==> config.mk <==
export PLATFORM = sky130hd
export DESIGN_NAME = core_control_fsm
export DESIGN_NICKNAME = d
export VERILOG_FILES = /design/src/rtl/core_pkg.sv /design/src/rtl/core_opcode_decode.sv /design/src/rtl/core_control_fsm.sv
export SDC_FILE = /design/constraint.sdc
export NUM_CORES = 1
export LEC_CHECK = 0
export ABC_AREA = 0
export CORE_UTILIZATION = 45
export DETAILED_ROUTE_END_ITERATION = 10
export GPL_TIMING_DRIVEN = 0
export HOLD_SLACK_MARGIN = 0.06
export MAX_ROUTING_LAYER = met4
export PLACE_DENSITY = 0.83
export SETUP_SLACK_MARGIN = 0.02
export SLEW_MARGIN = 0
export SYNTH_ARGS = -nofsm -noshare
export SYNTH_HDL_FRONTEND = slang
export SYNTH_SLANG_ARGS = --single-unit
==> constraint.sdc <==
create_clock -name clk -period 5.9 [get_ports clk]
set_input_delay 1.475 -clock clk [delete_from_list [all_inputs] [get_ports clk]]
set_output_delay 1.475 -clock clk [all_outputs]
set_load 0.01 [all_outputs]
==> src/rtl/core_pkg.sv <==
// rtl/core_pkg.sv - opcodes, FSM states and datapath control bundle for the multi-cycle core
package core_pkg;

   localparam logic [6:0] OPC_R      = 7'b0110011;
   localparam logic [6:0] OPC_I      = 7'b0010011;
   localparam logic [6:0] OPC_LOAD   = 7'b0000011;
   localparam logic [6:0] OPC_STORE  = 7'b0100011;
   localparam logic [6:0] OPC_BRANCH = 7'b1100011;

   typedef enum logic [2:0] {
      ST_IDLE,
      ST_FETCH,
      ST_DECODE,
      ST_EXEC,
      ST_MEM,
      ST_WB,
      ST_HALT
   } ctrl_state_t;

   typedef struct packed {
      logic alu_src;
      logic reg_write;
      logic mem_to_reg;
      logic mem_read;
      logic mem_write;
      logic branch;
   } ctrl_t;

endpackage

==> src/rtl/core_opcode_decode.sv <==
// rtl/core_opcode_decode.sv - combinational opcode to control-bundle decode
module core_opcode_decode
   import core_pkg::*;
(
   input  logic [6:0] opcode,
   output ctrl_t      ctrl,
   output logic       legal
);

   always_comb begin
      ctrl  = '0;
      legal = 1'b1;
      case (opcode)
         OPC_R: begin
            ctrl.reg_write = 1'b1;
         end
         OPC_I: begin
            ctrl.alu_src   = 1'b1;
            ctrl.reg_write = 1'b1;
         end
         OPC_LOAD: begin
            ctrl.alu_src    = 1'b1;
            ctrl.reg_write  = 1'b1;
            ctrl.mem_to_reg = 1'b1;
            ctrl.mem_read   = 1'b1;
         end
         OPC_STORE: begin
            ctrl.alu_src   = 1'b1;
            ctrl.mem_write = 1'b1;
         end
         OPC_BRANCH: begin
            ctrl.branch = 1'b1;
         end
         default: begin
            legal = 1'b0;
         end
      endcase
   end

endmodule

==> src/rtl/core_control_fsm.sv <==
// rtl/core_control_fsm.sv - multi-cycle fetch/decode/exec/mem/wb sequencer with bus timeout
module core_control_fsm
   import core_pkg::*;
#(
   parameter int TIMEOUT_CYCLES = 16,
   parameter int CNT_W          = 32
) (
   input  logic             clk,
   input  logic             rst_n,
   input  logic [6:0]       opcode,
   input  logic             imem_ack,
   input  logic             dmem_ack,
   output logic             imem_req,
   output logic             dmem_req,
   output logic             mem_read,
   output logic             mem_write,
   output logic             ir_write,
   output logic             pc_write,
   output logic             branch,
   output logic             alu_src,
   output logic             reg_write,
   output logic             mem_to_reg,
   output logic             illegal_instr,
   output logic             bus_timeout,
   output logic             halted,
   output logic [CNT_W-1:0] instret
);

   localparam int              WCNT_W   = (TIMEOUT_CYCLES < 1) ? 1 : $clog2(TIMEOUT_CYCLES + 1);
   localparam logic [WCNT_W-1:0] WAIT_LIM = WCNT_W'(TIMEOUT_CYCLES);
   localparam bit              TO_EN    = (TIMEOUT_CYCLES > 0);

   ctrl_state_t       state_q, state_d;
   logic [WCNT_W-1:0] wcnt_q, wcnt_d;
   logic [CNT_W-1:0]  instret_q, instret_d;
   ctrl_t             ctrl;
   logic              legal;
   logic              wait_hit;
   logic              retire;

   core_opcode_decode u_decode (
      .opcode (opcode),
      .ctrl   (ctrl),
      .legal  (legal)
   );

   // Timeout fires only when the limit is reached and the pending ack is still absent.
   assign wait_hit = TO_EN && (wcnt_q == WAIT_LIM);

   always_comb begin
      state_d       = state_q;
      wcnt_d        = '0;
      retire        = 1'b0;
      imem_req      = 1'b0;
      dmem_req      = 1'b0;
      mem_read      = 1'b0;
      mem_write     = 1'b0;
      ir_write      = 1'b0;
      pc_write      = 1'b0;
      branch        = 1'b0;
      alu_src       = 1'b0;
      reg_write     = 1'b0;
      mem_to_reg    = 1'b0;
      illegal_instr = 1'b0;
      bus_timeout   = 1'b0;
      halted        = 1'b0;
      case (state_q)
         ST_IDLE: begin
            state_d = ST_FETCH;
         end
         ST_FETCH: begin
            imem_req = 1'b1;
            if (imem_ack) begin
               ir_write = 1'b1;
               pc_write = 1'b1;
               state_d  = ST_DECODE;
            end else if (wait_hit) begin
               bus_timeout = 1'b1;
               state_d     = ST_HALT;
            end else if (TO_EN) begin
               wcnt_d = wcnt_q + WCNT_W'(1);
            end
         end
         ST_DECODE: begin
            if (legal) begin
               state_d = ST_EXEC;
            end else begin
               illegal_instr = 1'b1;
               state_d       = ST_FETCH;
            end
         end
         ST_EXEC: begin
            alu_src = ctrl.alu_src;
            branch  = ctrl.branch;
            if (ctrl.branch) begin
               retire  = 1'b1;
               state_d = ST_FETCH;
            end else if (ctrl.mem_read || ctrl.mem_write) begin
               state_d = ST_MEM;
            end else begin
               state_d = ST_WB;
            end
         end
         ST_MEM: begin
            dmem_req  = 1'b1;
            alu_src   = 1'b1;
            mem_read  = ctrl.mem_read;
            mem_write = ctrl.mem_write;
            if (dmem_ack) begin
               if (ctrl.mem_read) begin
                  state_d = ST_WB;
               end else begin
                  retire  = 1'b1;
                  state_d = ST_FETCH;
               end
            end else if (wait_hit) begin
               bus_timeout = 1'b1;
               state_d     = ST_HALT;
            end else if (TO_EN) begin
               wcnt_d = wcnt_q + WCNT_W'(1);
            end
         end
         ST_WB: begin
            reg_write  = ctrl.reg_write;
            mem_to_reg = ctrl.mem_to_reg;
            retire     = 1'b1;
            state_d    = ST_FETCH;
         end
         ST_HALT: begin
            halted = 1'b1;
         end
         default: begin
            state_d = ST_IDLE;
         end
      endcase
      instret_d = retire ? instret_q + CNT_W'(1) : instret_q;
   end

   always_ff @(posedge clk) begin
      if (!rst_n) begin
         state_q   <= ST_IDLE;
         wcnt_q    <= '0;
         instret_q <= '0;
      end else begin
         state_q   <= state_d;
         wcnt_q    <= wcnt_d;
         instret_q <= instret_d;
      end
   end

   assign instret = instret_q;

endmodule

==> results of run 1 <==
## layout by cell type, fill, tap and decap left out, types with 11 or more instances in the layout
cell type / netlist / final
o21ai_0: 11 / 11
nand2_1: 15 / 15
a21oi_1: 19 / 19
nand3_1: 13 / 13
xor2_1: 11 / 11
clkbuf_1: 10 / 12
dfxtp_1: 40 / 40
clkdlybuf4s50_1: 0 / 55
nor2_1: 32 / 32
or4_1: 11 / 11
## cells in the mapped netlist (2+ instances only)
cell type  instances  share of area, %
dfxtp_1           40                37
nor2_1            32               5.6
a21oi_1           19               4.4
nand2_1           15               2.6
nand3_1           13               3.0
o21ai_0           11               2.6
or4_1             11               3.8
xor2_1            11               4.5
clkbuf_1          10               1.7
inv_1              8               1.4
o211ai_1           8               2.8
or3_1              8               2.3
nand4_1            7               2.0
o31ai_1            7               2.4
and2_1             6               1.7
nor3_1             5               1.2
o2111ai_1          5               2.0
and3_1             4               1.2
nand2b_1           4               1.2
nor4_1             4               1.2
ha_1               3               1.7
nand3b_1           3               1.0
xnor2_1            3               1.2
mux2i_1            2              0.93
nand4_4            2               2.0
nor2b_1            2              0.58
o21ai_1            2              0.47
o21bai_1           2              0.70
## flip-flops by register name, summed over array words and instances (netlist names)
register and cells:
state_q 3, instret 32, wcnt_q 5
## power groups by stage
stage / logic (mW) / clock network (mW) / registers (mW)
after floorplan: 0.0164 / 0 / 0.279
after global placement: 0.0331 / 0 / 0.280
after detailed placement: 0.0339 / 0 / 0.280
after CTS: 0.0340 / 0.193 / 0.273
after global routing: 0.0373 / 0.205 / 0.274
final: 0.0342 / 0.190 / 0.273
## cell type report
| class | count | area [sq um] | area share [%] |
|---|---|---|---|
| flip-flops and latches | 40 | 801 | 28.0 |
| multi-input cells | 202 | 1270 | 44.4 |
| repair buffers | 55 | 551 | 19.3 |
| inverters | 8 | 30.0 | 1.05 |
| well taps | 52 | 65.1 | 2.28 |
| plain buffers | 12 | 50.0 | 1.75 |
| clock buffers | 8 | 90.1 | 3.16 |
## through the flow
step | utilization (%) | power (mW)
final | 63.8 | 0.497
after global routing | 63.8 | 0.516
after CTS | 63.8 | 0.500
after detailed placement | 61.8 | 0.314
after global placement | 61.8 | 0.313
after floorplan | - | 0.296
## logic make-up (layout without fill, tap and decap cells)
| logic type | Yosys count | after routing | share of synthesized area (%) |
|---|---|---|---|
| and+or+nand+nor | 122 | 122 | 32.5 |
| DFF | 40 | 40 | 37.3 |
| buffers and inverters | 20 | 83 | 3.73 |
| xor gates and xnor gates | 14 | 14 | 5.70 |
| AOI/OAI and AO/OA | 61 | 61 | 18.2 |
| muxes | 2 | 2 | 0.931 |
| adders and majority gates | 3 | 3 | 1.75 |
## how the worst max path moves through the flow
stage,startpoint,end,cells after the start
global route,opcode[2],mem_read,5
CTS,opcode[4],mem_read,5
floorplan,opcode[4],mem_read,3
finish,opcode[4],mem_read,5
detailed placement,opcode[4],mem_read,5
global placement,opcode[4],mem_read,5
## metal layers
metal | up-vias | wire length, microns | part of all wire [%] | track usage, %
li1 | 1085 | - | - | -
met2 | 65 | 2530 | 46 | 34.1
met4 | 0 | 120 | 2.2 | 10.0
met5 | - | 0 | 0 | -
met1 | 1010 | 2570 | 47 | 30.1
met3 | 10 | 285 | 5.2 | 6.13
==> results.yml, run 1 <==
timing:
  max_freq_ghz: 0.202
  setup_viol: 0
  fin_worst_skew_ps: 3.26
  setup_tns_ps: 0
  post-route-min-period_ps: 4950
  setup_ws_ps: 953
  holdWs_ps: 468
  maxSlewViolCount: 0
  tightest_slew_ps: 806
  relSlewSlack_pct: 45.5
  rsz0062_at_grt: "no"
  period_share_pct: 83.8
  finalHoldViolCount: 0
synth:
  avgSynthCellArea_sq_um: 8.20
  syn_area_sq_mm: 0.00215
  synth_cells: 262
  synthArstFlopShare_pct: 0
  synth_seq_area_share_pct: 37.3
  ys_seq_elements: 40
  yosysWarnings: 0
  synth_edf_count: 0
  ys.flop_type: "dfxtp_1"
  synth_nets: 276
  ys_types: 43
floorplan:
  dieArea_sq_mm: 0.00506
  io_pins: 56
  fp.dieH_microns: 71.1
  core_area_sq_mm: 0.00447
  floorplan.initialDensity_pct: 48.0
  rows: 24
  die_x_microns: 71.1
setup_path:
  cp-start-kind: "input port"
  worstSetupPathType: "input port to primary output"
  cp_max_fo: 5
  worstPathRequired_ps: 4430
  worstRegToRegCells: 5
  crit_path_end_kind: "primary output"
  cp_num_buf_inv: 2
  r2r-end: "instret[20]"
  cp_slowest_cell: "clkdlybuf4s50_1"
  cp_top_family: "buffers and inverters"
  critical_path.cell_chain: "clkdlybuf4s50_1, or3_1, or2_2, nor3_1, clkdlybuf4s50_1"
  critPathArrivalTime_ps: 3470
  crit_top_cell: "clkdlybuf4s50_1"
  cpPeakStageDelay_ps: 580
  r2r-start: "instret[3]"
  regToRegSetupSlack_ps: 3640
clocking:
  ctsHoldBuffers: 0
  cts_htree_levels: 2
  clock_path_buffers: 2
  cts.sinks: 40
  cts_tree: "built"
  clk_latency_ps: 300
  cts_buffers: 5
  cts_resized: 0
  cts_setup_buffers: 0
  cts_root_buffer: "clkbuf_8"
  clk_pin_slew_ps: 70
detailed_routing:
  drc: 6
  vias: 2170
  drtAntennaViolNets: 0
  first_pass_iters: 7
  drtIter0Drc: 211
  wire_per_inst_microns: 14.6
  routed_wl_microns: 5500
  viasPerCell: 5.76
global_routing:
  track_usage_pct: 23.2
  grt_max_degree: 12
  grt_pass1_wl_microns: 8930
  grt_overflow: 0
  grt_pass1_vias: 1922
  antenna_found_initial: 0
pwr:
  internal_power_mw: 0.383
  seqPwrFrac_pct: 55.0
  power_density_mw_per_mm2: 174
  ir_worst_vdd_mv: 0.0878
  power_leakage_nw: 0.969
  p_sw_mw: 0.114
  swShare_pct: 23.0
  p_comb_share_pct: 6.9
  power_frac_clock_pct: 38.1
final_layout:
  syn2layout_area_growth_pct: 32.8
  fillers: 402
  diodes: 0
  final_cells: 377
  layout-drive-gt1-share_pct: 4.00
  fin_area_sq_mm: 0.00286
  nets: 338
worst_hold_path:
  hold_path.class: "register to register"
  min_to: "wcnt_q[0]"
  min_path_cells: 1
  min_from: "wcnt_q[0]"
placement:
  placed_cells: 369
  placed_cell_area_sq_mm: 0.00277
  portBuffers: 55
  place.gp.congestion: 0.868
  hpwl_microns: 4100
  post-place-ws_ps: 972
flow_run:
  maxCapViolations: 0
status:
  violations: "design-rule violations"
  outcome: "complete, but fails checks"
No activity file was read; power rests on OpenSTA's default activity.
==> run 2: changes to the inputs <==
==> constraint.sdc (replaced) <==
create_clock -name clk -period 5.15 [get_ports clk]
set_input_delay 1.2875 -clock clk [delete_from_list [all_inputs] [get_ports clk]]
set_output_delay 1.2875 -clock clk [all_outputs]
set_load 0.01 [all_outputs]
==> results of run 2 <==
Same layout as run 1 (identical final DEF). Status: complete, but fails checks: design-rule violations.
Main changes from that run: setup slack after placement 972 ps -> 597 ps; setup slack after layout 953 ps -> 578 ps; register-to-register setup slack 3640 ps -> 2890 ps; total power 0.497 mW -> 0.569 mW; worst IR drop on VDD 0.0878 mV -> 0.101 mV
